$ cat config.mk
export PLATFORM = sky130hd
export DESIGN_NAME = fb_bias_add
export DESIGN_NICKNAME = d
export VERILOG_FILES = /design/src/rtl/fb_bias_add.sv
export SDC_FILE = /design/constraint.sdc
export NUM_CORES = 1
export LEC_CHECK = 0
export CAP_MARGIN = 0
export CORE_AREA = 4 4 89 91
export DETAILED_ROUTE_END_ITERATION = 10
export DIE_AREA = 0 0 93 95
export PLACE_DENSITY_LB_ADDON = 0.15
export SYNTH_ARGS = -nofsm -noshare
export SYNTH_HDL_FRONTEND = slang
export SYNTH_SLANG_ARGS = --single-unit
$ cat constraint.sdc
create_clock -name clk -period 2.45 [get_ports clk]
set_clock_uncertainty 0.2 [all_clocks]
set_input_delay 0.6125 -clock clk [delete_from_list [all_inputs] [get_ports clk]]
set_output_delay 0.6125 -clock clk [all_outputs]
set_load 0.005 [all_outputs]
$ cat src/rtl/fb_bias_add.sv
// Per-channel bias add for a MAC frame: (in_data + coef) >>> SHIFT, saturated to 16 bits.
// Optional macro FB_BIAS_RELU_EN clamps negative results to zero before they are registered.
module fb_bias_add #(
  parameter int WIDTH_A = 12,
  parameter int NUM_CH  = 120,
  parameter int ACC_W   = 24,
  parameter int SHIFT   = 4
) (
  input  logic                 clk,
  input  logic                 rst_n,
  input  logic                 start,
  input  logic                 in_valid,
  output logic                 in_ready,
  input  logic [ACC_W-1:0]     in_data,
  output logic [WIDTH_A-1:0]   coef_addr,
  input  logic [15:0]          coef,
  output logic                 out_valid,
  input  logic                 out_ready,
  output logic [15:0]          out_data,
  output logic                 out_last,
  output logic                 busy,
  output logic                 done
);

  localparam int CH_W = (NUM_CH > 1) ? $clog2(NUM_CH) : 1;
  localparam logic [CH_W-1:0] LAST_CH = CH_W'(NUM_CH - 1);
  localparam logic signed [ACC_W:0] SAT_HI = {{(ACC_W-15){1'b0}}, 16'h7FFF};
  localparam logic signed [ACC_W:0] SAT_LO = {{(ACC_W-15){1'b1}}, 16'h8000};

  typedef enum logic [1:0] {
    IDLE = 2'd0,
    RUN  = 2'd1,
    DONE = 2'd2
  } state_t;

  state_t state, state_next;

  logic [CH_W-1:0] ch;
  logic            in_hs;
  logic            out_hs;
  logic            last_ch;
  logic            start_frame;

  logic signed [ACC_W:0] sum;
  logic signed [ACC_W:0] shifted;
  logic [15:0]           sat;
  logic [15:0]           result;

  assign in_hs       = in_valid && in_ready;
  assign out_hs      = out_valid && out_ready;
  assign last_ch     = (ch == LAST_CH);
  assign start_frame = (state == IDLE) && start;
  assign coef_addr   = WIDTH_A'(ch);

  always_ff @(posedge clk or negedge rst_n) begin
    if (!rst_n) begin
      state <= IDLE;
    end else begin
      state <= state_next;
    end
  end

  always_comb begin
    state_next = state;
    busy       = 1'b0;
    done       = 1'b0;
    in_ready   = 1'b0;
    case (state)
      IDLE: begin
        if (start) begin
          state_next = RUN;
        end
      end
      RUN: begin
        busy     = 1'b1;
        in_ready = !out_valid || out_ready;
        if (in_hs && last_ch) begin
          state_next = DONE;
        end
      end
      DONE: begin
        done       = 1'b1;
        state_next = IDLE;
      end
      default: begin
        state_next = IDLE;
      end
    endcase
  end

  // The counter parks on the last channel once the frame ends, so it never exceeds NUM_CH-1.
  always_ff @(posedge clk or negedge rst_n) begin
    if (!rst_n) begin
      ch <= '0;
    end else if (start_frame) begin
      ch <= '0;
    end else if (in_hs && !last_ch) begin
      ch <= ch + 1'b1;
    end
  end

  assign sum     = $signed({in_data[ACC_W-1], in_data}) + $signed({{(ACC_W-15){coef[15]}}, coef});
  assign shifted = sum >>> SHIFT;

  always_comb begin
    sat = shifted[15:0];
    if (shifted > SAT_HI) begin
      sat = 16'h7FFF;
    end else if (shifted < SAT_LO) begin
      sat = 16'h8000;
    end
  end

`ifdef FB_BIAS_RELU_EN
  assign result = sat[15] ? 16'h0000 : sat;
`else
  assign result = sat;
`endif

  // A new input reloads the output stage even while the previous result is leaving.
  always_ff @(posedge clk or negedge rst_n) begin
    if (!rst_n) begin
      out_valid <= 1'b0;
      out_data  <= 16'h0000;
      out_last  <= 1'b0;
    end else if (in_hs) begin
      out_valid <= 1'b1;
      out_data  <= result;
      out_last  <= last_ch;
    end else if (out_hs) begin
      out_valid <= 1'b0;
    end
  end

endmodule

==> results.json, run 1 <==
{
  "status": "finished, violations left",
  "violations": "setup timing",
  "slew_violations": 0,
  "drive_gt1_share_pct": 47.65,
  "clock-sinks": 27,
  "dp_hpwl_mm": 5.793,
  "worst_slack_ns": -0.4174,
  "critPathLaunchType": "input pin",
  "clk_pin_slew_ns": 0.09,
  "path_max_fanout": 7,
  "dr.pass1.iters": 4,
  "synthTopCellsByArea": "dfrtp_1 (27%), ha_1 (12%), a221o_1 (4.9%)",
  "io_pins": 78,
  "synth-main-ff-cell": "dfrtp_1",
  "drc_errors": 0,
  "finalCritPeriodShare_pct": 117.0,
  "r2r_slack_ns": 0.31,
  "hold_viol": 0,
  "post-place-ws_ns": -1.138,
  "rr_startpoint": "state[1]$_DFFE_PN0P_",
  "antenna_found_initial": 0,
  "whs_endpoint": "out_last$_DFFE_PN0P_",
  "viasPerCell": 4.992,
  "fmax_mhz": 348.7,
  "peakVddDrop_mv": 0.2128,
  "synth_cells": 268,
  "wl_mm": 7.578,
  "grt-ovfl-total": 0,
  "arrival_ns": 2.84,
  "cts_tree": "built",
  "area_growth_pct": 82.13,
  "cts_made_buffers": 3,
  "die_area_sq_mm": 0.008835,
  "layout_min_cycle_time_ns": 2.867,
  "worstHoldStart": "out_last$_DFFE_PN0P_",
  "ff2ff_path_depth": 7,
  "portBuffers": 72,
  "yosysUniqueCellTypes": 56,
  "drtAntennaViolNets": 0,
  "grt_pass1_wl_mm": 12.64,
  "die_width_um": 93,
  "yosysSeqAreaShare_pct": 27.49,
  "critPathRequiredTime_ns": 2.42,
  "nNetsFinal": 496,
  "endpoint_kind": "flop",
  "yosys.area.top_type_share_pct": 27.49,
  "final_common_cell": "buf_4",
  "syn_area_sq_mm": 0.002457,
  "setup-violations-final": 16,
  "core_area_sq_mm": 0.007137,
  "power.density_mw_per_mm2": 503.3,
  "final_util_pct": 62.71,
  "ctsHtreeMaxLevel": 1,
  "synthArstFlopShare_pct": 100.0,
  "cap_violations": 0,
  "layout.cells.non_filler": 525,
  "syn_area_per_cell_sq_um": 9.169,
  "initial_utilization_pct": 34.43,
  "ys_ff_latch": 27,
  "diodes": 0,
  "clock_latency_ns": 0.28,
  "critPathKind": "in2reg",
  "cellLeakagePower_nw": 1.923,
  "die_h_um": 95,
  "wl_per_cell_um": 14.43,
  "min_path_cells": 1,
  "dp_cells": 494,
  "grtUsageTotal_pct": 17.28,
  "row_count": 31,
  "grt_pass1_vias": 2700,
  "place_congestion": 0.8481,
  "r2r-end": "out_data[0]$_DFFE_PN0P_",
  "mostFrequentLayoutCells": "buf_4 (82), clkdlybuf4s50_1 (33), dfrtp_1 (27)",
  "cts_hold_buf": 0,
  "synth_top_cell_by_area": "dfrtp_1",
  "fin_setup_tns_ns": -5.883,
  "drtIter0Drc": 122,
  "root_buffer": "clkbuf_8",
  "holdWs_ns": 0.2951,
  "rsz0062_at_grt": "true",
  "synth_edf_count": 0,
  "yosys_warnings": 0,
  "clk_path_buf_depth": 2,
  "worstHoldPathType": "reg2reg",
  "vias": 2621,
  "grt_max_degree": 28
}
routing by layer:
layer	share of wire [%]	global-route usage (%)	vias up
met5	0	0	-
met4	0.83	3.297	0
met3	4.1	1.514	6
met2	50	31.43	55
met1	45	22.43	1225
li1	-	-	1335
flip-flops by register name (all words and copies together) (netlist names):
signal and count:
out_last 1, state 2, out_valid 1, ch 7
out_data 16
through the flow:
| step | area, sq um | power, mW |
|---|---|---|
| 2_1_floorplan | 2695 | 1.218 |
| 3_3_place_gp | 3911 | 1.780 |
| 3_5_place_dp | 3911 | 1.800 |
| 4_1_cts | 4338 | 2.196 |
| 5_1_grt | 4476 | 2.415 |
| 6_report | 4476 | 2.252 |
cells in the mapped netlist (3+ instances only):
library cell / n
a211oi_1: 3
a21o_1: 8
a21oi_1: 20
a221o_1: 12
a22oi_1: 3
a2bb2oi_1: 4
and2_1: 3
and3_1: 5
buf_4: 5
clkbuf_1: 3
dfrtp_1: 27
ha_1: 24
inv_1: 4
nand2_1: 23
nand3_1: 9
nand4_1: 6
nor2_1: 18
nor2b_1: 7
nor3_1: 9
o21a_1: 3
o21ai_0: 11
xnor2_1: 7
xor2_1: 11
kinds of logic after synthesis:
| kind of cell | count (synthesis) | synth area share, % |
|---|---|---|
| buffers and inverters | 15 | 3.717 |
| adders and majority gates | 24 | 12.22 |
| other | 1 | 0.1526 |
| DFF | 27 | 27.49 |
| and+or+nand+nor | 95 | 21.03 |
| AOI/OAI and AO/OA | 85 | 27.44 |
| xor gates and xnor gates | 19 | 7.078 |
| muxes | 2 | 0.8656 |
worst max-delay path by stage:
stage,from,endpoint,slack [ns],depth (start not counted)
after floorplan,in_data[16],out_data[5]$_DFFE_PN0P_,-0.41,11
after global placement,coef[15],out_data[4]$_DFFE_PN0P_,-1.09,11
after detailed placement,coef[15],out_data[5]$_DFFE_PN0P_,-1.14,11
after CTS,in_data[7],out_data[6]$_DFFE_PN0P_,-0.52,12
after global routing,in_data[5],out_data[11]$_DFFE_PN0P_,-0.50,13
final,coef[11],out_data[1]$_DFFE_PN0P_,-0.42,12
final cells by class:
cell class,count,area (sq um)
Clock buffer,3,41.29
Clock inverter,1,8.758
Fill cell,612,2661
Inverter,4,15.01
Multi-Input combinational cell,232,2293
Sequential cell,27,675.6
Tap cell,99,123.9
Timing Repair Buffer,159,1318
worst max-delay path: stages:
cell             delay (ns)
clkdlybuf4s15_1        0.20
ha_4                   0.29
nand2_4                0.05
nor4_4                 0.23
a32oi_2                0.12
a21oi_4                0.28
o21a_2                 0.21
buf_6                  0.11
nor4_4                 0.03
buf_4                  0.15
a31o_4                 0.26
a221o_1                0.29
what timing repair did:
action / CTS / global route
cloned: 2 / 0
buffers inserted: 19 / 8
resized for setup: 121 / 79
pin swaps: 51 / 60
endpoints found under the setup margin: 17 / 16
power by group:
part           internal (mW)  switching [mW]  leakage, nW
clock                  0.119           0.145       0.0261
sequential             0.563           0.109        0.321
combinational          0.768           0.548         1.58
Power figures use the tool's default switching activity.
==> run 2, diff against run 1 <==
CORE_AREA = 2 2 79 81   (was 4 4 89 91)
DIE_AREA = 0 0 81 83   (was 0 0 93 95)
==> run 2 against run 1 <==
The run still ends with setup timing left. Register-to-register slack better by 0.07 ns. Routed wire length up 7.1%. Setup slack worse by 0.0086 ns. Clock power down 5%. Hold slack worse by 0.0090 ns. Maximum frequency down 0.30%.
==> results.json, run 2 (synthesized netlist as in run 1, its figures left out) <==
{
  "status": "finished, violations left",
  "violations": "setup timing",
  "wl_per_cell_um": 16.46,
  "fillers": 427,
  "ctsHtreeMaxLevel": 1,
  "peakVddDrop_mv": 0.3722,
  "arrival_ns": 2.88,
  "worst_slack_ns": -0.4260,
  "holdWs_ns": 0.2861,
  "drtIter0Drc": 165,
  "largestRegisters": "out_data: 16 flops, ch: 7 flops, state: 2 flops",
  "top_register": "out_data",
  "design_area_sq_mm": 0.004433,
  "grt_util_met1_pct": 28.77,
  "path_max_fanout": 6,
  "vias": 2702,
  "grt-ovfl-total": 0,
  "cts_made_buffers": 3,
  "final_common_cell": "buf_4",
  "cts_tree": "built",
  "grt_pass1_wl_mm": 12.34,
  "diodes": 0,
  "portBuffers": 72,
  "cellLeakagePower_nw": 1.891,
  "use_met3_pct": 1.957,
  "postPlaceCellArea_sq_mm": 0.003859,
  "initial_utilization_pct": 42.25,
  "grt_pass1_vias": 2697,
  "critPathLaunchType": "input pin",
  "drc_errors": 0,
  "grt_max_degree": 28,
  "critPathRequiredTime_ns": 2.46,
  "power.density_mw_per_mm2": 501.7,
  "largest_reg_flops": 16,
  "drive_gt1_share_pct": 46.17,
  "io_pins": 78,
  "cts_hold_buf": 0,
  "slew_violations": 0,
  "use_met2_pct": 40.57,
  "grtUsageTotal_pct": 22.62,
  "finalCritPeriodShare_pct": 117.4,
  "root_buffer": "clkbuf_8",
  "hold_viol": 0,
  "die_width_um": 81,
  "worstHoldPathType": "reg2reg",
  "die_area_sq_mm": 0.006723,
  "dr.pass1.iters": 4,
  "grt-busiest-layer": "met2",
  "multi_input_area_sq_mm": 0.002313,
  "clock-sinks": 27,
  "post-place-ws_ns": -1.115,
  "viasPerCell": 5.481,
  "place_congestion": 0.8725,
  "rsz0062_at_grt": "true",
  "row_count": 28,
  "cap_violations": 0,
  "setup-violations-final": 16,
  "wl_mm": 8.117,
  "clk_pin_slew_ns": 0.09,
  "critPathKind": "in2reg",
  "fmax_mhz": 347.7,
  "clock_latency_ns": 0.27,
  "dp_hpwl_mm": 5.619,
  "area_growth_pct": 80.40,
  "finalPower_mw": 2.224,
  "antenna_found_initial": 0,
  "nNetsFinal": 488,
  "clk_path_buf_depth": 2,
  "endpoint_kind": "flop",
  "register_area_sq_um": 675.6,
  "die_h_um": 83,
  "drtAntennaViolNets": 0,
  "layout_min_cycle_time_ns": 2.876,
  "mostFrequentLayoutCells": "buf_4 (75), clkdlybuf4s50_1 (34), dfrtp_1 (27)",
  "core_area_sq_mm": 0.005816
}
==> run 2: cell types whose count changed in the layout (fill, tap and decap cells not counted), sizes merged <==
| cell | before | now |
|---|---|---|
| clkdlybuf4s15 | 2 | 5 |
| inv | 5 | 4 |
| clkbuf | 20 | 17 |
| clkinvlp | 0 | 1 |
| buf | 100 | 91 |
| clkdlybuf4s50 | 33 | 34 |
==> run 2: path summary, 6_finish.rpt <==
check,from,to,slack [ns],cells after the start
worst max-delay path,coef[15],out_data[14]$_DFFE_PN0P_,-0.43,12
worst min-delay path,out_last$_DFFE_PN0P_,out_last$_DFFE_PN0P_,0.29,1
worst max register to register,state[1]$_DFFE_PN0P_,out_data[14]$_DFFE_PN0P_,0.38,6
worst min register to register,out_last$_DFFE_PN0P_,out_last$_DFFE_PN0P_,0.29,1
max in group asynchronous,rst_n,out_data[15]$_DFFE_PN0P_,1.29,2
min in group asynchronous,rst_n,out_data[0]$_DFFE_PN0P_,0.51,2
==> run 2: metrics by stage <==
stage | util (%) | instances | TNS (ns)
finish | 76.23 | 493 | -5.989
global route | 76.23 | 493 | -7.084
CTS | 73.21 | 489 | -7.035
detailed placement | 66.35 | 467 | -17.02
global placement | 66.35 | 467 | -16.55
floorplan | - | 272 | -5.479
==> run 2: power breakdown <==
part           total (mW)  internal, mW  switching (mW)
Combinational        1.30         0.753           0.544
Sequential          0.676         0.563           0.113
Clock               0.251         0.115           0.136
==> run 2: critical path: stages <==
cell and delay [ns]:
buf_12 0.11, ha_4 0.31, buf_6 0.11, nand3_2 0.06, o211ai_1 0.40, a21oi_4 0.13
nand3b_1 0.16, o22ai_4 0.13, a211oi_4 0.39, buf_4 0.18, o21a_4 0.16, a221o_1 0.12
==> run 2: area by class of cell <==
type	instances	area share, %
multi-input combinational	232	52.19
inverter	4	0.3387
sequential	27	15.24
clock buffer	3	0.9314
clock inverter	1	0.1693
tap	75	2.117
timing repair buffer	151	29.01
==> run 2: routing by layer <==
metal / share of wire (%) / vias to the layer above
met2: 53 / 67
met5: 0 / -
met3: 4.2 / 10
met1: 41 / 1301
met4: 1.6 / 0
li1: - / 1324
==> run 2: what timing repair did <==
action / 4_1_cts / 5_1_grt
gates cloned: 2 / 0
buffers inserted: 16 / 5
resized for setup: 122 / 72
pin swaps: 46 / 45
endpoints found under the hold margin: 0 / 0
setup endpoints to repair: 17 / 18
==> run 3, diff against run 2 <==
HOLD_SLACK_MARGIN = 0.12   (was default)
==> results of run 3 <==
Final layout, timing and power as in run 2 (identical DEF).
